<file path="src/rtl/calc_core.sv">
// calc_core: accumulator datapath core (PC, IR, X/Y/Z, ALU) with a start/busy/done handshake.
// Define CALC_CORE_FLAGS_EN to add the zero/carry flags, their outputs and the JZ instruction.
module calc_core #(
  parameter int WIDTH = 4,
  parameter int PC_W  = 4
) (
  input  logic             clk,
  input  logic             rst_n,
  input  logic             start,
  output logic [PC_W-1:0]  instr_addr,
  input  logic [WIDTH+3:0] instr_data,
  output logic             busy,
  output logic             done,
  output logic [WIDTH-1:0] z_out,
  output logic             z_valid
`ifdef CALC_CORE_FLAGS_EN
  ,
  output logic             zf_out,
  output logic             cf_out
`endif
);

  // state | meaning
  // IDLE  | waiting for start; PC, X, Y, Z hold
  // FETCH | IR <= instr_data, PC <= PC+1
  // EXEC  | execute IR; HALT -> DONE, otherwise -> FETCH
  // DONE  | one-cycle completion pulse, then IDLE
  typedef enum logic [1:0] {IDLE, FETCH, EXEC, DONE} stateT;

  typedef enum logic [3:0] {
    OP_NOP = 4'h0, OP_LDX, OP_ADD, OP_SUB, OP_AND, OP_OR, OP_XOR, OP_CLRY,
    OP_MOVZ, OP_SHRY, OP_JMP, OP_JZ, OP_RSV_C, OP_RSV_D, OP_RSV_E, OP_HALT
  } opcodeT;

  stateT            state;
  logic [PC_W-1:0]  pc;
  logic [WIDTH+3:0] ir;
  logic [WIDTH-1:0] regX, regY, regZ;

  opcodeT           op;
  logic [WIDTH-1:0] imm;
  logic [PC_W-1:0]  immPc;

  assign op    = opcodeT'(ir[WIDTH+3:WIDTH]);
  assign imm   = ir[WIDTH-1:0];
  assign immPc = PC_W'(imm);

  assign instr_addr = pc;
  assign z_out      = regZ;

`ifdef CALC_CORE_FLAGS_EN
  logic zf, cf;
`endif

  // One-hot register transfer controls; at most one destination changes per instruction.
  logic             ldX, ldY, clrY, ldZ, ldPc;
  logic [WIDTH-1:0] aluY;

  always_comb begin
    ldX  = 1'b0;
    ldY  = 1'b0;
    clrY = 1'b0;
    ldZ  = 1'b0;
    ldPc = 1'b0;
    aluY = regY;
    if (state == EXEC) begin
      case (op)
        OP_LDX:  ldX = 1'b1;
        OP_ADD:  begin ldY = 1'b1; aluY = regY + regX; end
        OP_SUB:  begin ldY = 1'b1; aluY = regY - regX; end
        OP_AND:  begin ldY = 1'b1; aluY = regY & regX; end
        OP_OR:   begin ldY = 1'b1; aluY = regY | regX; end
        OP_XOR:  begin ldY = 1'b1; aluY = regY ^ regX; end
        OP_SHRY: begin ldY = 1'b1; aluY = regY >> 1; end
        OP_CLRY: clrY = 1'b1;
        OP_MOVZ: ldZ  = 1'b1;
        OP_JMP:  ldPc = 1'b1;
`ifdef CALC_CORE_FLAGS_EN
        OP_JZ:   ldPc = zf;
`endif
        default: ;
      endcase
    end
  end

  always_ff @(posedge clk or negedge rst_n) begin
    if (!rst_n) begin
      state   <= IDLE;
      pc      <= '0;
      ir      <= '0;
      regX    <= '0;
      regY    <= '0;
      regZ    <= '0;
      busy    <= 1'b0;
      done    <= 1'b0;
      z_valid <= 1'b0;
    end else begin
      done    <= 1'b0;
      z_valid <= ldZ;
      unique case (state)
        IDLE: begin
          if (start) begin
            pc    <= '0;
            regX  <= '0;
            regY  <= '0;
            busy  <= 1'b1;
            state <= FETCH;
          end
        end
        FETCH: begin
          ir    <= instr_data;
          pc    <= pc + PC_W'(1);
          state <= EXEC;
        end
        EXEC: begin
          if (ldX) regX <= imm;
          if (ldY) regY <= aluY;
          else if (clrY) regY <= '0;
          if (ldZ) regZ <= regY;
          // A taken jump replaces the increment already applied in FETCH.
          if (ldPc) pc <= immPc;
          if (op == OP_HALT) begin
            done  <= 1'b1;
            state <= DONE;
          end else begin
            state <= FETCH;
          end
        end
        DONE: begin
          busy  <= 1'b0;
          state <= IDLE;
        end
        default: state <= IDLE;
      endcase
    end
  end

`ifdef CALC_CORE_FLAGS_EN
  logic updZf, updCf;

  assign updZf = ldY | clrY;
  assign updCf = (state == EXEC) && ((op == OP_ADD) || (op == OP_SUB));

  // Unsigned carry of an add shows up as a result smaller than an operand.
  always_ff @(posedge clk or negedge rst_n) begin
    if (!rst_n) begin
      zf <= 1'b0;
      cf <= 1'b0;
    end else if ((state == IDLE) && start) begin
      zf <= 1'b0;
      cf <= 1'b0;
    end else begin
      if (updZf) zf <= clrY | (aluY == '0);
      if (updCf) cf <= (op == OP_SUB) ? (regY < regX) : (aluY < regY);
    end
  end

  assign zf_out = zf;
  assign cf_out = cf;
`endif

endmodule

</file>
<file path="config.mk">
export PLATFORM = sky130hd
export DESIGN_NAME = calc_core
export DESIGN_NICKNAME = d
export VERILOG_FILES = /design/src/rtl/calc_core.sv
export SDC_FILE = /design/constraint.sdc
export NUM_CORES = 1
export LEC_CHECK = 0
export ABC_CLOCK_PERIOD_IN_PS = 3700
export CORE_ASPECT_RATIO = 2
export CORE_MARGIN = 2
export CORE_UTILIZATION = 38
export DETAILED_ROUTE_END_ITERATION = 8
export DONT_BUFFER_PORTS = 1
export GPL_TIMING_DRIVEN = 1
export PLACE_DENSITY = 0.55
export SLEW_MARGIN = 20
export SYNTH_ARGS = -nofsm -noshare
export SYNTH_HDL_FRONTEND = slang
export SYNTH_SLANG_ARGS = --single-unit
</file>
<file path="constraint.sdc">
create_clock -name clk -period 3.7 [get_ports clk]
set_clock_uncertainty 0.1 [all_clocks]
set_input_delay 0.37 -clock clk [delete_from_list [all_inputs] [get_ports clk]]
set_output_delay 0.37 -clock clk [all_outputs]
set_load 0.01 [all_outputs]
</file>
== Word level (Yosys, flattened, before mapping) ==
Index checks and enable logic that the tools add are counted.
Cells by class
  $add $sub $neg: 3
  eq/ne operators: 19
  multiplexer cells: 26
  bitwise gates (word level): 3
  reduce and logical (&&, ||, !) cells: 10
Operators with widths (count)
  $pmux 4 s6: 1
  $mux 4: 5
  $eq 4x3->1 const B: 4
  $eq 4x4->1 const B: 4
  $pmux 4 s2: 2
  $mux 1: 13
  $pmux 4 s3: 1
  $eq 4x2->1 const B: 2
  $ne 8x2->1 const B: 1
  $pmux 2 s4: 1
  $ne 2x2->1 const B: 3
  $reduce_and 3->1: 2
  $reduce_or 6->1: 1
  $add 4x1->4 const B: 1
  $add 4x4->4: 1
  $and 4x4->4: 1
  $eq 2x2->1 const B: 2
  $eq 4x1->1 const B: 1
  $mux 2: 2
  $or 4x4->4: 1
  $reduce_and 2->1: 2
  $reduce_and 4->1: 1
  $reduce_bool 2->1: 2
  $sub 4x4->4: 1
  other kinds (6): 6
Word-level totals
  flip-flop bits (word level): 29
  bits of input ports: 11
  output and inout port bits: 11
  logic and storage cells: 70

== Depth between registers and ports, before layout ==
Gate-level depths: netlist (run 1).
  word-level depth: 6
  depth in mapped cells: 9
  mapped depth without buffers: 9

== Least setup slack after synthesis (run 1) ==
No wires, ideal clock.
  kind: reg2reg
  start: reg ir[7]
  end: reg regY[1]
  setup time: 0.121 ns
  data arrival time: 2.101 ns
  required time: 3.479 ns
  setup slack: 1.378 ns
  stages on the path, launching flop included: 9
  buffers on the path: 1
  clock period less this slack: 2.322 ns
  cell sequence: dfrtp_1 > buf_4 > and4bb_4 > mux2_2 > fa_1 > nand2_1 > o41ai_1 > a222oi_1 > a22o_1
Between the ends
  word-level cells in the longest chain between the ends: 6
  elaborated cells between the ends (all ways): 18
  classes of those cells: eq/ne: 9; mux: 7; reduce/logical: 2
RTL lines
  start: declaration: line 37  | logic [WIDTH+3:0] ir;
  start signal: assignment: line 111  | ir <= instr_data;
  $eq 4x4->1 (tied with other cells): line 67  | case (op)
  $reduce_or 6->1 (no source line)
  $mux 1: line 67
  $mux 1: line 66  | if (state == EXEC) begin
  $ne 8x2->1 (no source line) (tied with other cells)
  $reduce_and 4->1 (no source line) / $pmux 4 s2 (equally long branches)
  end signal: assignment: line 117  | if (ldY) regY <= aluY;
  end: declaration: line 38  | logic [WIDTH-1:0] regX, regY, regZ;
Several ways; a longest one is shown, not always the timed one.
A chain may end at the register's enable or synchronous reset.

== Final worst setup path (run 1) ==
  start: reg ir[5]
  end: reg regY[1]
The elaborated chain is that of the path after synthesis.

==> results of run 1 <==
## repair_timing
item,in CTS,in global routing
resized for setup,0,0
setup buffers,0,0
endpoints found under the hold margin,29,0
hold buffers,2,0
## area by class of cell
| cell class | count | share of cell area, % |
|---|---|---|
| multi-input combinational | 129 | 51.36 |
| timing repair buffer | 2 | 1.450 |
| tap | 57 | 3.444 |
| sequential | 29 | 35.05 |
| clock inverter | 1 | 1.450 |
| clock buffer | 7 | 4.169 |
| inverter | 17 | 3.082 |
## worst min-delay path by stage
stage,from,end,slack (ns),depth (start not counted)
global placement,rst_n,regY[2],-0.02,0
global route,instr_data[0],ir[0],0.12,1
floorplan,rst_n,busy,-0.03,0
detailed placement,rst_n,regY[2],-0.02,0
CTS,instr_data[7],ir[7],0.12,2
finish,instr_data[7],ir[7],0.12,2
## registers in the layout, summed over array words and instances, names as in the netlist
name and cells:
ir 8, instr_addr 4, regX 4, state 2
regY 4, z_out 4, done 1, busy 1
z_valid 1
## logic make-up after synthesis
logic type | Yosys count | share of synthesized area, %
fa+ha+maj | 19 | 12.94
simple gates | 41 | 12.94
xor+xnor | 6 | 2.772
compound gates | 49 | 19.14
mux | 14 | 8.317
flops | 29 | 38.28
buf+inv | 25 | 5.610
## cell usage in the layout (no fill, tap or decap), drive strengths merged, types with 2 or more instances in the layout
cell / n
dfrtp: 29
ha: 18
inv: 17
o21ai: 15
mux2: 14
nand2: 12
a21oi: 8
clkbuf: 7
nor2: 6
xnor2: 6
nand3: 5
nand2b: 4
and3: 3
and2: 3
o22ai: 3
a21o: 2
nor2b: 2
o2bb2ai: 2
a22o: 2
and2b: 2
a31oi: 2
o311ai: 2
## through the flow
stage	area (um2)	utilization, %
2_1_floorplan	1896	-
3_3_place_gp	1924	39.93
3_5_place_dp	1924	39.93
4_1_cts	2071	42.96
5_1_grt	2071	42.96
6_report	2071	42.96
## critical path, stage by stage (launching register included)
cell      delay (ns)
dfrtp_1         0.73
and4bb_4        0.36
mux2_2          0.37
fa_1            0.48
nand2_1         0.08
o41ai_1         0.08
a222oi_1        0.27
a22o_1          0.17
## power by group
group	internal (uW)	total [uW]	switching [uW]
combinational	379	830	451
clock	219	350	130
sequential	423	615	192
total	1020	1800	773
## per-layer routing
layer,global-route usage [%],wire (um)
met1,19.13,1653
met2,32.14,2596
met3,3.448,133
met4,10.99,187
met5,0,0
==> impl_metrics.env, run 1 <==
export IMPL_outcome="finished, final reports clean"
export IMPL_cts_clk_slew_worst_paths_ns=0.07
export IMPL_cap_viol_max_count=0
export IMPL_grt_first_pass_wirelength_mm=7.334
export IMPL_syn_area_um2=1896
export IMPL_placedCellCount=232
export IMPL_synth_commonest_cells="dfrtp_1, ha_1, inv_1"
export IMPL_hold_violations=0
export IMPL_synth_nets=213
export IMPL_totalWireLength_mm=4.571
export IMPL_antenna_found_initial=0
export IMPL_drc_errors=0
export IMPL_initial_core_util_pct=39.33
export IMPL_ctsLongestPathBuffers=2
export IMPL_sort_of_element_at_the_start_of_the_critical_path="flip-flop"
export IMPL_post_synth_num_cell_types=49
export IMPL_dp_hpwl_mm=3.478
export IMPL_layout_filler_cells=458
export IMPL_synth_seq_area_share_pct=38.28
export IMPL_drt_iter0_drc=17
export IMPL_routabilityCongestion=0.9097
export IMPL_numClockSinks=29
export IMPL_type_of_the_setup_path_with_the_least_slack="flip-flop to flip-flop"
export IMPL_max_slew_margin_pct=59.90
export IMPL_synth_most_common_cell="dfrtp_1"
export IMPL_vdd_ir_drop_worst_v=0.0004051
export IMPL_synth_async_reset_ratio_pct=100.0
export IMPL_syn_area_per_cell_um2=10.36
export IMPL_rows=36
export IMPL_antenna_cells=0
export IMPL_root_buffer="clkbuf_8"
export IMPL_area_growth_pct=9.241
export IMPL_worst_slew_pin_transition_ns=0.6014
export IMPL_fin_hold_ws_ns=0.1239
export IMPL_seq_area_um2=725.7
export IMPL_netlist_area_leader_share_pct=38.28
export IMPL_grt_max_degree=30
export IMPL_crit_path_max_fanout=18
export IMPL_route_detailed_vias_per_inst=5.504
export IMPL_detail_route_first_pass_iterations=5
export IMPL_arrival_time_at_the_worst_endpoint_ns=2.81
export IMPL_tns_ns=0
export IMPL_regToRegSetupSlack_ns=1.01
export IMPL_final_cells=242
export IMPL_port_buffer_count=0
export IMPL_ff2ff_path_depth=7
export IMPL_chip_width_um=53.94
export IMPL_worst_ep_required_time_ns=3.82
export IMPL_die_y_um=103.9
export IMPL_achievable_frequency_mhz=371.8
export IMPL_cts_buffers=5
export IMPL_area_taken_by_multi_input_logic_gates_um2=1064
export IMPL_number_of_flip_flops_and_latches_in_the_synthesized_netlist=29
export IMPL_yosys_most_used_dff="dfrtp_1"
export IMPL_detail_route_wl_per_cell_um=18.89
export IMPL_critical_path_endpoint_type="flip-flop"
export IMPL_power_density_nw_per_um2=866.9
export IMPL_finalSetupViolCount=0
export IMPL_detailedPlace_worstSlack_ns=1.074
export IMPL_cts_tree="done"
export IMPL_fin_crit_ns=2.690
export IMPL_finalNetCount=214
export IMPL_hold_path_class="input port to flip-flop"
export IMPL_synth_largest_area_cell="dfrtp_1"
export IMPL_worst_r2r_startpoint="ir[5]"
export IMPL_postLayoutSetupSlackWorst_ns=1.010
export IMPL_drive_above_1_share_pct=16.22
export IMPL_post_synth_main_area_contributors="dfrtp_1, ha_1, mux2_2, inv_1, o21ai_0"
export IMPL_placeableCoreArea_um2=4820
export IMPL_crit_path_end="regY[1]"
export IMPL_synth_edff_count=0
export IMPL_cp_startpoint="ir[5]"
export IMPL_clock_tree_htree_level_count=2
export IMPL_track_usage_pct=18.53
export IMPL_io_pin_count=22
export IMPL_number_of_pins_exceeding_their_max_slew_limit_in_the_final_report=0
export IMPL_number_of_global_route_vias_before_repair=1447
export IMPL_via_count=1332
export IMPL_ys_warn_count=0
export IMPL_design_power_total_uw=1795
export IMPL_clkLatencyLatePin_ns=0.28
export IMPL_full_die_area_um2=5603
export IMPL_r2r_end="regY[1]"
export IMPL_grt_setup_unrepaired="false"
export IMPL_ant_nets=0
export IMPL_synthCells=183
export IMPL_p_leak_uw=0.0009077
export IMPL_grt_overflow=0
export IMPL_min_period_over_period_pct=72.70
Power figures use the tool's default switching activity.
==> run 2, diff against run 1 <==
--- a/config.mk
+++ b/config.mk
@@ -5,14 +5,14 @@
 export SDC_FILE = /design/constraint.sdc
 export NUM_CORES = 1
 export LEC_CHECK = 0
-export ABC_CLOCK_PERIOD_IN_PS = 3700
+export ABC_CLOCK_PERIOD_IN_PS = 2330
 export CORE_ASPECT_RATIO = 2
 export CORE_MARGIN = 2
 export CORE_UTILIZATION = 38
 export DETAILED_ROUTE_END_ITERATION = 8
 export DONT_BUFFER_PORTS = 1
 export GPL_TIMING_DRIVEN = 1
-export PLACE_DENSITY = 0.55
+export PLACE_DENSITY = 0.57
 export SLEW_MARGIN = 20
 export SYNTH_ARGS = -nofsm -noshare
 export SYNTH_HDL_FRONTEND = slang
==> constraint.sdc (replaced) <==
create_clock -name clk -period 2.33 [get_ports clk]
set_clock_uncertainty 0.1 [all_clocks]
set_input_delay 0.233 -clock clk [delete_from_list [all_inputs] [get_ports clk]]
set_output_delay 0.233 -clock clk [all_outputs]
set_load 0.01 [all_outputs]
==> impl_metrics.env, run 2 (synthesis results as in run 1) <==
export IMPL_rows=36
export IMPL_worst_slew_pin_transition_ns=0.5592
export IMPL_area_growth_pct=14.32
export IMPL_arrival_time_at_the_worst_endpoint_ns=2.29
export IMPL_placedCellCount=239
export IMPL_achievable_frequency_mhz=450.9
export IMPL_finalNetCount=228
export IMPL_vdd_ir_drop_worst_v=0.0006946
export IMPL_final_cells=255
export IMPL_ctsLongestPathBuffers=2
export IMPL_crit_path_max_fanout=3
export IMPL_power_switching_uw=1257
export IMPL_final_design_instance_area_without_fill_um2=2167
export IMPL_track_usage_pct=18.77
export IMPL_initial_core_util_pct=39.33
export IMPL_full_die_area_um2=5603
export IMPL_cell_depth_of_the_worst_hold_path=1
export IMPL_antenna_found_initial=0
export IMPL_detail_route_first_pass_iterations=4
export IMPL_layout_filler_cells=480
export IMPL_drc_errors=0
export IMPL_final_cell_mix="dfrtp_1, ha_1, inv_1"
export IMPL_drive_above_1_share_pct=18.18
export IMPL_io_pin_count=22
export IMPL_r2r_end="regY[1]"
export IMPL_hold_start="instr_data[6]"
export IMPL_hold_violations=0
export IMPL_number_of_pins_exceeding_their_max_slew_limit_in_the_final_report=0
export IMPL_clock_tree_htree_level_count=2
export IMPL_tns_ns=0
export IMPL_largest_register_ff_count=8
export IMPL_fin_crit_ns=2.218
export IMPL_p_leak_uw=0.0009579
export IMPL_critical_path_endpoint_type="flip-flop"
export IMPL_timing_hold_worst_endpoint="ir[6]"
export IMPL_worst_ep_required_time_ns=2.40
export IMPL_mostFrequentLayoutCell="dfrtp_1"
export IMPL_drt_iter0_drc=31
export IMPL_ant_nets=0
export IMPL_numClockSinks=29
export IMPL_power_density_nw_per_um2=1309
export IMPL_min_period_over_period_pct=95.19
export IMPL_antenna_cells=0
export IMPL_cts_tree="done"
export IMPL_clock_power_share_pct=15.0
export IMPL_cts_clk_slew_worst_paths_ns=0.06
export IMPL_number_of_global_route_vias_before_repair=1544
export IMPL_root_buffer="clkbuf_8"
export IMPL_regToRegSetupSlack_ns=0.11
export IMPL_worst_r2r_startpoint="regX[0]"
export IMPL_placedInstanceArea_um2=1977
export IMPL_comb_power_share_pct=55.0
export IMPL_design_power_total_uw=2836
export IMPL_pwr_share_seq_pct=30.0
export IMPL_via_count=1426
export IMPL_detail_route_wl_per_cell_um=18.24
export IMPL_dp_hpwl_mm=3.621
export IMPL_regMostFlops="ir"
export IMPL_cts_buffers=5
export IMPL_seq_area_um2=725.7
export IMPL_clkLatencyLatePin_ns=0.28
export IMPL_totalWireLength_mm=4.652
export IMPL_outcome="finished, final reports clean"
export IMPL_area_taken_by_multi_input_logic_gates_um2=1067
export IMPL_routabilityCongestion=0.9195
export IMPL_grt_overflow=0
export IMPL_sort_of_element_at_the_start_of_the_critical_path="flip-flop"
export IMPL_power_switching_share_pct=44.31
export IMPL_post_cts_setup_buffers=0
export IMPL_max_slew_margin_pct=62.72
export IMPL_finalSetupViolCount=0
export IMPL_ff2ff_path_depth=8
export IMPL_grt_setup_unrepaired="false"
export IMPL_type_of_the_setup_path_with_the_least_slack="flip-flop to flip-flop"
export IMPL_placeableCoreArea_um2=4820
export IMPL_chip_width_um=53.94
export IMPL_grt_first_pass_wirelength_mm=7.500
export IMPL_cap_viol_max_count=0
export IMPL_route_detailed_vias_per_inst=5.592
export IMPL_hold_path_class="input port to flip-flop"
export IMPL_port_buffer_count=0
export IMPL_p_int_uw=1579
export IMPL_grt_max_degree=30
export IMPL_die_y_um=103.9
run 2: cell count changes in the layout (fill, tap and decap cells not counted):
cell and delta:
bufinv_16 -1, mux2_2 -1, buf_4 +7, dlygate4sd3_1 +7, mux2_4 +1
run 2: how the worst max path moves through the flow:
| stage | from | end | slack [ns] | depth (start not counted) |
|---|---|---|---|---|
| 3_3_place_gp | ir[6] | regY[1] | 0.13 | 7 |
| 2_1_floorplan | ir[7] | regY[1] | 0.008 | 8 |
| 6_report | regX[0] | regY[1] | 0.11 | 8 |
| 4_1_cts | ir[6] | regY[1] | 0.07 | 7 |
| 3_5_place_dp | ir[6] | regY[1] | 0.07 | 7 |
| 5_1_grt | regX[0] | regY[1] | 0.02 | 8 |
run 2: power by group through the flow:
stage / combinational (uW) / sequential [uW] / clock, uW
CTS: 1560 / 853 / 438
floorplan: 1170 / 819 / 0
global route: 1710 / 876 / 454
detailed placement: 1530 / 861 / 0
global placement: 1480 / 852 / 0
finish: 1560 / 852 / 424
run 2: layout make-up:
| cell class | count | share of cell area (%) |
|---|---|---|
| Multi-Input combinational cell | 129 | 49.25 |
| Timing Repair Buffer | 16 | 7.044 |
| Inverter | 17 | 2.945 |
| Clock buffer | 7 | 3.984 |
| Sequential cell | 29 | 33.49 |
| Tap cell | 57 | 3.291 |
run 2: repair_timing:
| action | in CTS | in global routing |
|---|---|---|
| setup endpoints to repair | 0 | 1 |
| hold endpoints to repair | 36 | 0 |
| hold buffers | 9 | 0 |
| gates resized for setup | 0 | 1 |
run 2: routing by layer:
layer	GRT usage (%)	vias up	routed length [um]
li1	-	677	-
met1	17.24	693	1582
met2	34.23	40	2647
met3	3.879	16	171
met4	11.36	0	250
met5	0	-	0
run 2: critical path, stage by stage (launching register included):
cell	delay [ns]
dfrtp_1	0.38
inv_1	0.07
ha_1	0.29
mux2_4	0.29
fa_1	0.53
nand2_1	0.06
o41ai_1	0.06
a222oi_1	0.11
a22o_1	0.21
run 2: per-stage QoR:
stage	hold WS (ns)	util [%]	worst slack, ns
detailed placement	-0.1614	41.02	0.07356
global placement	-0.1617	41.02	0.1319
floorplan	-0.1626	-	0.007618
global route	0.004510	44.96	0.01947
finish	0.01065	44.96	0.1120
CTS	0.002506	44.89	0.06967
==> run 3, diff against run 2 <==
--- a/config.mk
+++ b/config.mk
@@ -8,11 +8,12 @@
 export ABC_CLOCK_PERIOD_IN_PS = 2330
 export CORE_ASPECT_RATIO = 2
 export CORE_MARGIN = 2
-export CORE_UTILIZATION = 38
+export CORE_UTILIZATION = 24
 export DETAILED_ROUTE_END_ITERATION = 8
 export DONT_BUFFER_PORTS = 1
+export GPL_ROUTABILITY_DRIVEN = 0
 export GPL_TIMING_DRIVEN = 1
-export PLACE_DENSITY = 0.57
+export PLACE_DENSITY = 0.42
 export SLEW_MARGIN = 20
 export SYNTH_ARGS = -nofsm -noshare
 export SYNTH_HDL_FRONTEND = slang
==> impl_metrics.env, run 3 (synthesis results as in run 1) <==
export IMPL_power_switching_share_pct=41.53
export IMPL_worst_ep_required_time_ns=2.45
export IMPL_antenna_found_initial=0
export IMPL_largest_register_ff_count=8
export IMPL_fin_crit_ns=2.228
export IMPL_grt_overflow=0
export IMPL_detail_route_first_pass_iterations=5
export IMPL_totalWireLength_mm=4.979
export IMPL_antenna_cells=0
export IMPL_drive_above_1_share_pct=22.22
export IMPL_hold_violations=0
export IMPL_cts_buffers=5
export IMPL_cts_clk_slew_worst_paths_ns=0.05
export IMPL_p_leak_uw=0.0009951
export IMPL_clock_power_share_pct=21.9
export IMPL_fin_hold_ws_ns=0.001878
export IMPL_cts_tree="done"
export IMPL_cap_viol_max_count=0
export IMPL_placeableCoreArea_um2=7601
export IMPL_cell_depth_of_the_worst_hold_path=2
export IMPL_power_density_nw_per_um2=1374
export IMPL_finalSetupViolCount=0
export IMPL_ctsLongestPathBuffers=2
export IMPL_area_taken_by_multi_input_logic_gates_um2=1067
export IMPL_rows=45
export IMPL_grt_max_degree=30
export IMPL_full_die_area_um2=8668
export IMPL_detail_route_wl_per_cell_um=17.05
export IMPL_finalNetCount=227
export IMPL_io_pin_count=22
export IMPL_number_of_global_route_vias_before_repair=1432
export IMPL_numClockSinks=29
export IMPL_mostFrequentLayoutCell="dfrtp_1"
export IMPL_clkLatencyLatePin_ns=0.28
export IMPL_tns_ns=0
export IMPL_grt_first_pass_wirelength_mm=8.128
export IMPL_p_int_uw=1817
export IMPL_dp_hpwl_mm=3.953
export IMPL_track_usage_pct=13.14
export IMPL_crit_path_max_fanout=2
export IMPL_achievable_frequency_mhz=448.9
export IMPL_pwr_share_seq_pct=27.5
export IMPL_vdd_ir_drop_worst_v=0.0004886
export IMPL_die_y_um=129.7
export IMPL_outcome="finished, final reports clean"
export IMPL_final_cell_mix="dfrtp_1, ha_1, inv_1"
export IMPL_regMostFlops="ir"
export IMPL_drc_errors=0
export IMPL_worst_slew_pin_transition_ns=0.5776
export IMPL_root_buffer="clkbuf_16"
export IMPL_seq_area_um2=725.7
export IMPL_number_of_pins_exceeding_their_max_slew_limit_in_the_final_report=0
export IMPL_sort_of_element_at_the_start_of_the_critical_path="flip-flop"
export IMPL_layout_filler_cells=816
export IMPL_port_buffer_count=0
export IMPL_grt_setup_unrepaired="false"
export IMPL_initial_core_util_pct=24.94
export IMPL_area_growth_pct=19.34
export IMPL_clock_tree_htree_level_count=2
export IMPL_route_detailed_vias_per_inst=4.750
export IMPL_comb_power_share_pct=50.6
export IMPL_type_of_the_setup_path_with_the_least_slack="flip-flop to flip-flop"
export IMPL_critical_path_endpoint_type="flip-flop"
export IMPL_power_switching_uw=1291
export IMPL_via_count=1387
export IMPL_chip_width_um=66.84
export IMPL_min_period_over_period_pct=95.61
export IMPL_ant_nets=0
export IMPL_drt_iter0_drc=33
export IMPL_hold_path_class="input port to flip-flop"
export IMPL_ff2ff_path_depth=7
export IMPL_max_slew_margin_pct=61.49
export IMPL_arrival_time_at_the_worst_endpoint_ns=2.34
-- run 3: cell types whose count changed in the layout (fill, tap and decap cells not counted) --
| cell | before | now |
|---|---|---|
| inv_1 | 17 | 16 |
| clkbuf_16 | 0 | 5 |
| dlygate4sd3_1 | 8 | 2 |
| clkinv_2 | 0 | 1 |
| clkbuf_8 | 6 | 2 |
| clkbuf_1 | 1 | 0 |
| buf_4 | 7 | 12 |
| inv_2 | 0 | 1 |
-- run 3: critical path, cell delays in order (launching register included) --
cell and delay, ns:
dfrtp_1 0.37, and4bb_4 0.34, mux2_4 0.31, fa_1 0.46, nand2_1 0.07, o41ai_1 0.06
a222oi_1 0.28, a22o_1 0.18
-- run 3: through the flow --
step                area, um2  utilization (%)  power [uW]  std cells  setup WS [ns]
floorplan                1896                -        1985        183       0.007618
CTS                      2243            29.51        3152        290        0.07296
global route             2262            29.76        3367        292       0.003643
finish                   2262            29.76        3107        292         0.1022
global placement         2046            26.91        2427        279         0.1140
detailed placement       2046            26.91        2442        279        0.07682
-- run 3: layer usage --
| metal | up-vias | part of all wire, % | track usage, % |
|---|---|---|---|
| met5 | - | 0 | 0 |
| met4 | 0 | 2.5 | 6.483 |
| met3 | 7 | 2.3 | 1.997 |
| met2 | 23 | 61 | 25.47 |
| met1 | 673 | 34 | 12.89 |
| li1 | 684 | - | - |
-- run 3: worst paths after layout --
path                          startpoint            end  slack [ns]
hold reg to reg                    ir[1]          ir[1]        0.40
setup reg to reg                   ir[7]        regY[1]        0.10
hold / removal             instr_data[7]          ir[7]       0.002
max in group asynchronous          rst_n        regY[3]        1.65
min in group asynchronous          rst_n  instr_addr[1]        0.31
setup / recovery                   ir[7]        regY[1]        0.10
-- run 3: layout make-up --
| class | count | area share (%) |
|---|---|---|
| clock inverter | 1 | 0.2212 |
| timing repair buffer | 15 | 5.752 |
| multi-input combinational | 129 | 47.18 |
| inverter | 17 | 2.821 |
| tap | 94 | 5.199 |
| sequential | 29 | 32.08 |
| clock buffer | 7 | 6.748 |
-- run 3: what timing repair did --
item,CTS,global route
hold buffers,3,0
endpoints found under the hold margin,30,0
resized for setup,0,2
buffers inserted,0,2
setup endpoints to repair,0,1
-- run 3: power by group through the flow --
stage | registers (uW) | clock network [uW] | logic, uW
final | 854 | 680 | 1570
after global routing | 884 | 707 | 1780
after CTS | 858 | 696 | 1600
after detailed placement | 867 | 0 | 1580
after global placement | 865 | 0 | 1560
after floorplan | 819 | 0 | 1170
